--- src/rtl/ram_access_ctrl_if.sv ---
// ram_access_ctrl_if: requester A/B handshakes, clear, and RAM/valid-LED side of ram_access_ctrl.
interface ram_access_ctrl_if #(
    parameter int ADDRWIDTH = 3,
    parameter int DATAWIDTH = 8
);
    localparam int DEPTH = 1 << ADDRWIDTH;
    logic                 a_req, a_we, a_ack, a_hit;
    logic [ADDRWIDTH-1:0] a_addr;
    logic [DATAWIDTH-1:0] a_wdata, a_rdata;
    logic                 b_req, b_we, b_ack, b_hit;
    logic [ADDRWIDTH-1:0] b_addr;
    logic [DATAWIDTH-1:0] b_wdata, b_rdata;
    logic                 clr;
    logic                 mem_wr;
    logic [ADDRWIDTH-1:0] mem_addr;
    logic [DATAWIDTH-1:0] mem_wdata, mem_rdata;
    logic                 valid;
    logic [DEPTH-1:0]     v_led;

    modport master (
        output a_req, a_we, a_addr, a_wdata, b_req, b_we, b_addr, b_wdata, clr, mem_rdata,
        input  a_ack, a_rdata, a_hit, b_ack, b_rdata, b_hit, mem_wr, mem_addr, mem_wdata, valid, v_led
    );
    modport slave (
        input  a_req, a_we, a_addr, a_wdata, b_req, b_we, b_addr, b_wdata, clr, mem_rdata,
        output a_ack, a_rdata, a_hit, b_ack, b_rdata, b_hit, mem_wr, mem_addr, mem_wdata, valid, v_led
    );
endinterface

--- src/rtl/ram_access_ctrl.sv ---
// ram_access_ctrl: arbitrates requesters A/B onto one RAM port and keeps a valid bit per word.
// Define RR_ARB_EN for round-robin arbitration; otherwise A has fixed priority.
module ram_access_ctrl #(
    parameter int ADDRWIDTH = 3,
    parameter int DATAWIDTH = 8
) (
    input logic             clk_i,
    input logic             reset_ni,
    ram_access_ctrl_if.slave bus
);
    localparam int DEPTH = 1 << ADDRWIDTH;
    typedef enum logic [1:0] {IDLE, ACCESS, RESP} state_t;
    state_t               state_q, state_d;
    logic [DEPTH-1:0]     valid_q;
    logic                 clr_pend_q, we_q, win_b_q, grant, do_clr, pick_b;
    logic                 a_ack_q, b_ack_q, a_hit_q, b_hit_q, mem_wr_q;
    logic [ADDRWIDTH-1:0] mem_addr_q;
    logic [DATAWIDTH-1:0] mem_wdata_q;

`ifdef RR_ARB_EN
    logic last_b_q;
    assign pick_b = bus.b_req & (~bus.a_req | ~last_b_q);
    always_ff @(posedge clk_i) begin
        if (!reset_ni) last_b_q <= 1'b1;
        else if (grant) last_b_q <= pick_b;
    end
`else
    assign pick_b = bus.b_req & ~bus.a_req;
`endif

    always_comb begin
        state_d = state_q;
        do_clr  = 1'b0;
        grant   = 1'b0;
        case (state_q)
            IDLE: begin
                do_clr  = bus.clr | clr_pend_q;
                grant   = ~do_clr & (bus.a_req | bus.b_req);
                state_d = grant ? ACCESS : IDLE;
            end
            ACCESS:  state_d = RESP;
            default: state_d = IDLE;
        endcase
    end

    always_ff @(posedge clk_i) begin
        if (!reset_ni) state_q <= IDLE;
        else state_q <= state_d;
    end

    always_ff @(posedge clk_i) begin
        if (!reset_ni) begin
            valid_q     <= '0;
            clr_pend_q  <= 1'b0;
            we_q        <= 1'b0;
            win_b_q     <= 1'b0;
            a_ack_q     <= 1'b0;
            b_ack_q     <= 1'b0;
            a_hit_q     <= 1'b0;
            b_hit_q     <= 1'b0;
            mem_wr_q    <= 1'b0;
            mem_addr_q  <= '0;
            mem_wdata_q <= '0;
        end else begin
            a_ack_q    <= 1'b0;
            b_ack_q    <= 1'b0;
            a_hit_q    <= 1'b0;
            b_hit_q    <= 1'b0;
            mem_wr_q   <= 1'b0;
            clr_pend_q <= ~do_clr & (clr_pend_q | bus.clr);
            if (do_clr) valid_q <= '0;
            if (grant) begin
                win_b_q     <= pick_b;
                we_q        <= pick_b ? bus.b_we : bus.a_we;
                mem_wr_q    <= pick_b ? bus.b_we : bus.a_we;
                mem_addr_q  <= pick_b ? bus.b_addr : bus.a_addr;
                mem_wdata_q <= pick_b ? bus.b_wdata : bus.a_wdata;
            end
            // Hit is taken from the valid bit before this cycle's write lands.
            if (state_q == ACCESS) begin
                if (we_q) valid_q[mem_addr_q] <= 1'b1;
                a_ack_q <= ~win_b_q;
                b_ack_q <= win_b_q;
                a_hit_q <= ~win_b_q & (we_q | valid_q[mem_addr_q]);
                b_hit_q <= win_b_q & (we_q | valid_q[mem_addr_q]);
            end
        end
    end

    // RAM data arrives one cycle after ACCESS, so read data is gated straight through in RESP.
    assign bus.a_rdata   = (a_ack_q & a_hit_q & ~we_q) ? bus.mem_rdata : '0;
    assign bus.b_rdata   = (b_ack_q & b_hit_q & ~we_q) ? bus.mem_rdata : '0;
    assign bus.a_ack     = a_ack_q;
    assign bus.b_ack     = b_ack_q;
    assign bus.a_hit     = a_hit_q;
    assign bus.b_hit     = b_hit_q;
    assign bus.mem_wr    = mem_wr_q;
    assign bus.mem_addr  = mem_addr_q;
    assign bus.mem_wdata = mem_wdata_q;
    assign bus.valid     = valid_q[mem_addr_q];
    assign bus.v_led     = valid_q;
endmodule

--- src/flat_wrapper.sv ---
// flat-port wrapper written by rule: the top's interface ports become plain ports
module ram_access_ctrl_flat 
#(
    parameter int ADDRWIDTH = 3,
    parameter int DATAWIDTH = 8
)
  (clk_i, reset_ni, bus_a_req, bus_a_we, bus_a_addr, bus_a_wdata, bus_b_req, bus_b_we, bus_b_addr, bus_b_wdata, bus_clr, bus_mem_rdata, bus_a_ack, bus_a_rdata, bus_a_hit, bus_b_ack, bus_b_rdata, bus_b_hit, bus_mem_wr, bus_mem_addr, bus_mem_wdata, bus_valid, bus_v_led);
  ram_access_ctrl_if #(.ADDRWIDTH(ADDRWIDTH), .DATAWIDTH(DATAWIDTH)) bus_i ();
  input logic clk_i;
  input logic reset_ni;
  input wire logic [$bits(bus_i.a_req)-1:0] bus_a_req;
  input wire logic [$bits(bus_i.a_we)-1:0] bus_a_we;
  input wire logic [$bits(bus_i.a_addr)-1:0] bus_a_addr;
  input wire logic [$bits(bus_i.a_wdata)-1:0] bus_a_wdata;
  input wire logic [$bits(bus_i.b_req)-1:0] bus_b_req;
  input wire logic [$bits(bus_i.b_we)-1:0] bus_b_we;
  input wire logic [$bits(bus_i.b_addr)-1:0] bus_b_addr;
  input wire logic [$bits(bus_i.b_wdata)-1:0] bus_b_wdata;
  input wire logic [$bits(bus_i.clr)-1:0] bus_clr;
  input wire logic [$bits(bus_i.mem_rdata)-1:0] bus_mem_rdata;
  output wire logic [$bits(bus_i.a_ack)-1:0] bus_a_ack;
  output wire logic [$bits(bus_i.a_rdata)-1:0] bus_a_rdata;
  output wire logic [$bits(bus_i.a_hit)-1:0] bus_a_hit;
  output wire logic [$bits(bus_i.b_ack)-1:0] bus_b_ack;
  output wire logic [$bits(bus_i.b_rdata)-1:0] bus_b_rdata;
  output wire logic [$bits(bus_i.b_hit)-1:0] bus_b_hit;
  output wire logic [$bits(bus_i.mem_wr)-1:0] bus_mem_wr;
  output wire logic [$bits(bus_i.mem_addr)-1:0] bus_mem_addr;
  output wire logic [$bits(bus_i.mem_wdata)-1:0] bus_mem_wdata;
  output wire logic [$bits(bus_i.valid)-1:0] bus_valid;
  output wire logic [$bits(bus_i.v_led)-1:0] bus_v_led;
  assign bus_i.a_req = bus_a_req;
  assign bus_i.a_we = bus_a_we;
  assign bus_i.a_addr = bus_a_addr;
  assign bus_i.a_wdata = bus_a_wdata;
  assign bus_i.b_req = bus_b_req;
  assign bus_i.b_we = bus_b_we;
  assign bus_i.b_addr = bus_b_addr;
  assign bus_i.b_wdata = bus_b_wdata;
  assign bus_i.clr = bus_clr;
  assign bus_i.mem_rdata = bus_mem_rdata;
  assign bus_a_ack = bus_i.a_ack;
  assign bus_a_rdata = bus_i.a_rdata;
  assign bus_a_hit = bus_i.a_hit;
  assign bus_b_ack = bus_i.b_ack;
  assign bus_b_rdata = bus_i.b_rdata;
  assign bus_b_hit = bus_i.b_hit;
  assign bus_mem_wr = bus_i.mem_wr;
  assign bus_mem_addr = bus_i.mem_addr;
  assign bus_mem_wdata = bus_i.mem_wdata;
  assign bus_valid = bus_i.valid;
  assign bus_v_led = bus_i.v_led;
  ram_access_ctrl #(.ADDRWIDTH(ADDRWIDTH), .DATAWIDTH(DATAWIDTH)) u_core (.clk_i(clk_i), .reset_ni(reset_ni), .bus(bus_i));
endmodule
--- config.mk ---
export PLATFORM = sky130hd
export DESIGN_NAME = ram_access_ctrl_flat
export DESIGN_NICKNAME = d
export VERILOG_FILES = /design/src/rtl/ram_access_ctrl_if.sv /design/src/rtl/ram_access_ctrl.sv /design/src/flat_wrapper.sv
export SDC_FILE = /design/constraint.sdc
export NUM_CORES = 1
export LEC_CHECK = 0
export BUFFER_PORTS_ARGS = -buffer_cell sky130_fd_sc_hd__buf_2
export CELL_PAD_IN_SITES_DETAIL_PLACEMENT = 1
export CELL_PAD_IN_SITES_GLOBAL_PLACEMENT = 2
export CORE_ASPECT_RATIO = 2
export CORE_UTILIZATION = 27
export CTS_BUF_LIST = sky130_fd_sc_hd__clkbuf_4
export CTS_CLUSTER_SIZE = 12
export DETAILED_ROUTE_END_ITERATION = 10
export GPL_ROUTABILITY_DRIVEN = 0
export PLACE_DENSITY_LB_ADDON = 0.08
export SYNTH_ARGS = -nofsm -noshare
export SYNTH_HDL_FRONTEND = slang
export SYNTH_SLANG_ARGS = --single-unit
--- constraint.sdc ---
create_clock -name clk_i -period 3.8 [get_ports clk_i]
set_clock_uncertainty 0.05 [all_clocks]
set_input_delay 1.14 -clock clk_i [delete_from_list [all_inputs] [get_ports clk_i]]
set_output_delay 1.14 -clock clk_i [all_outputs]
set_load 0.01 [all_outputs]
**Yosys cells after proc, flatten, opt, wreduce, memory -nomap -nowiden**

Index checks and enable logic that the tools add are counted.

- Flip-flop bits (word level): 29
- Input bits: 37
- Output and inout port bits: 41
- Logic and storage cells: 54

- $lt $le $gt $ge: 2
- Equality and inequality tests: 1
- Muxes and demuxes: 17
- Bitwise gates (word level): 18
- Reduce and logical (&&, ||, !) cells: 4

Operator list:

| kind | number |
|---|---|
| two-way mux 8 bit | 7 |
| bitwise AND 1 bit | 9 |
| bitwise OR 8 bit | 1 |
| two-way mux 1 bit | 6 |
| NOT 1 bit | 5 |
| less-than comparator 3 x 4 -> 1 bit, second input constant | 1 |
| case mux 2 bit (2 select lines) | 1 |
| AND reduction 2 bit | 2 |
| binary-select mux 1 bit (select 3 bit) | 1 |
| demux 1 bit (select 3 bit) | 1 |
| >= comparator 3 x 1 -> 1 bit, second input constant | 1 |
| two-way mux 3 bit | 1 |
| bitwise OR 1 bit | 3 |
| == test 2 x 1 -> 1 bit, second input constant | 1 |
| zero test 2 bit | 1 |
| logical AND 1 bit | 1 |

**Depth between registers and ports, before layout**

- Depth after elaboration: 7
- Gate-level depth with buffers: 6
- Gate-level depth less buffers: 4

**Worst setup path before layout**

No wires, ideal clock.

- Path kind: input port to output port
- From: input port bus_mem_rdata[0]
- To: output port bus_a_rdata[0]
- Data arrival time: 1286 ps
- Required time: 2610 ps
- Path slack: 1324 ps
- Stages: 1
- Buffers on the path: 0
- Cell sequence: and2_1

- Cells in the longest elaborated chain, start to end: 1

Ends and longest elaborated chain:

| what | RTL line | RTL |
|---|---|---|
| from (decl) | flat_wrapper.sv:20 | `input wire logic [$bits(bus_i.mem_rdata)-1:0] bus_mem_rdata;` |
| two-way mux 8 bit | ram_access_ctrl.sv:91 | `assign bus.a_rdata = (a_ack_q & a_hit_q & ~we_q) ? bus.mem_rdata : '0;` |
| to (decl) | flat_wrapper.sv:22 | `output wire logic [$bits(bus_i.a_rdata)-1:0] bus_a_rdata;` |

Every way passes these cells.

**Final worst setup path**

- From: register u_core.mem_addr_q[0], in the netlist u_core.bus.mem_addr[0]
- To: output port bus_valid

- Cells in the longest elaborated chain, start to end: 2

Ends and longest elaborated chain:

| what | RTL line | RTL |
|---|---|---|
| from (decl) | ram_access_ctrl.sv:17 | `logic [ADDRWIDTH-1:0] mem_addr_q;` |
| from (signal assigned) | ram_access_ctrl.sv:76 | `mem_addr_q <= pick_b ? bus.b_addr : bus.a_addr;` |
| binary-select mux 1 bit (select 3 bit) | ram_access_ctrl.sv:100 | `assign bus.valid = valid_q[mem_addr_q];` |
| two-way mux 1 bit (implied by the code) | ram_access_ctrl.sv:100 |  |
| to (decl) | flat_wrapper.sv:30 | `output wire logic [$bits(bus_i.valid)-1:0] bus_valid;` |

Every way passes these cells. The select of a mux whose other input is x is not followed.

==> results.tsv <==
stage	metric	value	unit
setup_path	cells along the critical path	mux2i_1 -> and3_4 -> nor4_2 -> buf_2	
timing	Rel. slew slack	47.6	%
pwr	leakage	1.07	nW
cells_and_area	Final #Nets	253	
clock_tree	total clock sinks	29	
grt	vias in the first global route	1289	
grt	GRT overflow	0	
place	detailed placement HPWL	2980	um
routing	drc violations	0	
place	post-place setup slack	1100	ps
timing	Fin Setup TNS	0	ps
logic_synthesis	dominant cells by area after synthesis	dfxtp_1 (42%), mux2i_1 (10%), o211a_1 (9.4%), and2_1 (8.6%), nor2b_1 (5.4%)	
logic_synthesis	synthesized flop and latch total	29	
floorplanning	Core Area	4910	um^2
cells_and_area	Antenna diodes	0	
routing	Initial DRT Pass Iterations	4	
logic_synthesis	Mapped Cells	142	
routing	routed vias/inst	4.91	
clock_tree	Clock Pin Slew Worst Setup and Hold Paths	90	ps
setup_path	critical path required time	2610	ps
clock_tree	postcts setup bufs	0	
logic_synthesis	area leader, netlist	dfxtp_1	
clock_tree	CTS buffer count	5	
routing	routed via count	1340	
logic_synthesis	post-synthesis cell type count	24	
setup_path	CP Class	reg -> out	
cells_and_area	Final Instance Count excl. Fillers	273	
routing	DR iter-0 viols	1	
timing	Fmax	0.336	GHz
timing	setup violators final	0	
floorplanning	Initial Util	28.2	%
pwr	Peak VDD IR	228	uV
cells_and_area	final core utilization	37.4	%
run_status	status	finished clean	
clock_tree	hold_buf cts	0	
logic_synthesis	synthesized area	1380	um^2
grt	largest net degree at the start of global routing	27	
floorplanning	die area	5430	um^2
timing	Final Critical Period	2980	ps
setup_path	Worst path slowest cell	dfxtp_1	
grt	first-pass GRT wire length	5750	um
clock_tree	root buf cell	clkbuf_4	
routing	final wirelength	3760	um
clock_tree	CTS HTree Levels	2	
grt	gr usage total	14.4	%
clock_tree	CTS tree	done	
routing	DRT antenna net count	0	
place	placed cell count	266	
setup_path	CP max FO	11	
timing	worst hold slack	455	ps
cells_and_area	Area Overhead vs Synth	32.7	%
job	maxcap violations	0	
logic_synthesis	Synth Warn #	0	
clock_tree	clock insertion delay at the later pin of the skew report	320	ps
cells_and_area	commonest cells after routing, fill and taps aside	buf_2 (77), dfxtp_1 (29), and2_1 (19)	
timing	final hold vios	0	
worst_hold_path	Min-Delay Path Class	reg -> reg	
setup_path	crit path capture type	output port	
timing	Final Slew Violations	0	
timing	Worst-Margin Slew	786	ps
logic_synthesis	sequential share of the synthesized area	42.0	%
floorplanning	site row count	36	
logic_synthesis	Mapped Nets	179	
floorplanning	Die Wd	52.6	um
place	IO Port Bufs	77	
cells_and_area	most common cell after layout, fill and taps aside	buf_2	
setup_path	CP max stage delay	540	ps
clock_tree	post-CTS sizing	0	
cells_and_area	layout cells sized above 1	39.4	%
timing	fin crit share	78.4	%
clock_tree	clock buffer depth	2	
floorplanning	# IOs	78	
timing	Final WS setup	820	ps
logic_synthesis	Syn Area/Cell	9.74	um^2
grt	initial antenna violation count	0	
setup_path	CP startpoint kind	flip-flop	
floorplanning	Die Ht	103	um
logic_synthesis	Yosys top cell area share	42.0	%
timing	RSZ-0062 raised after global routing	no	
pwr	power per standard cell area	334	nW/um^2
setup_path	Arrival @ worst endpoint	1790	ps
routing	DR WL/cell	13.8	um
==> cell families (layout without fill, tap and decap cells) <==
family	count (synthesis)	count (layout)	synth area share [%]
compound gates	25	25	16.2
flops	29	29	42.0
mux	16	16	11.8
buf+inv	11	85	4.16
simple gates	61	61	25.9
==> flip-flops by register name, summed over array words and instances, names as in the netlist <==
| name | cells |
|---|---|
| u_core.state_q | 2 |
| u_core.win_b_q | 1 |
| u_core.bus.mem_addr | 3 |
| u_core.bus.a_ack | 1 |
| u_core.bus.v_led | 8 |
| u_core.bus.mem_wr | 1 |
| u_core.clr_pend_q | 1 |
| u_core.bus.b_hit | 1 |
| u_core.bus.b_ack | 1 |
| u_core.bus.mem_wdata | 8 |
| u_core.we_q | 1 |
| u_core.bus.a_hit | 1 |
==> final cells by class <==
type                       instances  area, um^2
timing repair buffer              77         385
clock buffer                       6        45.0
clock inverter                     1        3.75
multi-input combinational        102         744
sequential                        29         581
inverter                           1        3.75
fill                             621        3080
tap                               57        71.3
==> synthesized netlist by cell type <==
cell type and count:
a2111oi_0 1, a22oi_1 4, a32oi_1 4, and2_1 19, and3_1 3, and3_4 1, and3b_1 2, buf_2 4
buf_4 1, buf_6 1, clkbuf_1 4, dfxtp_1 29, inv_1 1, mux2_1 2, mux2i_1 14, nand2_1 14
nand2b_1 1, nor2_1 4, nor2b_1 12, nor3b_1 4, nor4_2 1, o211a_1 13, o21a_1 2, o21ai_1 1
==> worst paths after layout <==
path / start / end / slack [ps] / depth (start not counted)
max: u_core.bus.mem_addr[0]$_SDFFE_PN0P_ / bus_valid / 820 / 4
min: u_core.bus.mem_wdata[7]$_SDFFE_PN0P_ / u_core.bus.mem_wdata[7]$_SDFFE_PN0P_ / 450 / 1
max reg2reg: u_core.state_q[1]$_SDFF_PN0_ / u_core.win_b_q$_SDFFE_PN0P_ / 2140 / 4
min reg2reg: u_core.bus.mem_wdata[7]$_SDFFE_PN0P_ / u_core.bus.mem_wdata[7]$_SDFFE_PN0P_ / 450 / 1
==> worst max-delay path: cells and delay by family (launching register included) <==
family / cells / cell delay [ps]
buf+inv: 1 / 210
flops: 1 / 540
simple gates: 2 / 580
mux: 1 / 130
==> routing by layer <==
layer  wire, um  track usage, %
met3        180            2.78
met1       1350            13.1
met2       2160            29.0
met4         68            6.07
met5          0               0
==> where the power goes <==
group | switching (mW) | internal [mW]
clock network | 0.103 | 0.0742
logic | 0.0505 | 0.0493
registers | 0.0165 | 0.319
total | 0.170 | 0.443
==> stage by stage <==
step                      area [um^2]  total power, mW
final                            1830            0.613
after global routing             1830            0.647
after CTS                        1830            0.627
after detailed placement         1790            0.446
after global placement           1790            0.441
after floorplan                  1380            0.402
(Power assumes the default switching activity.)
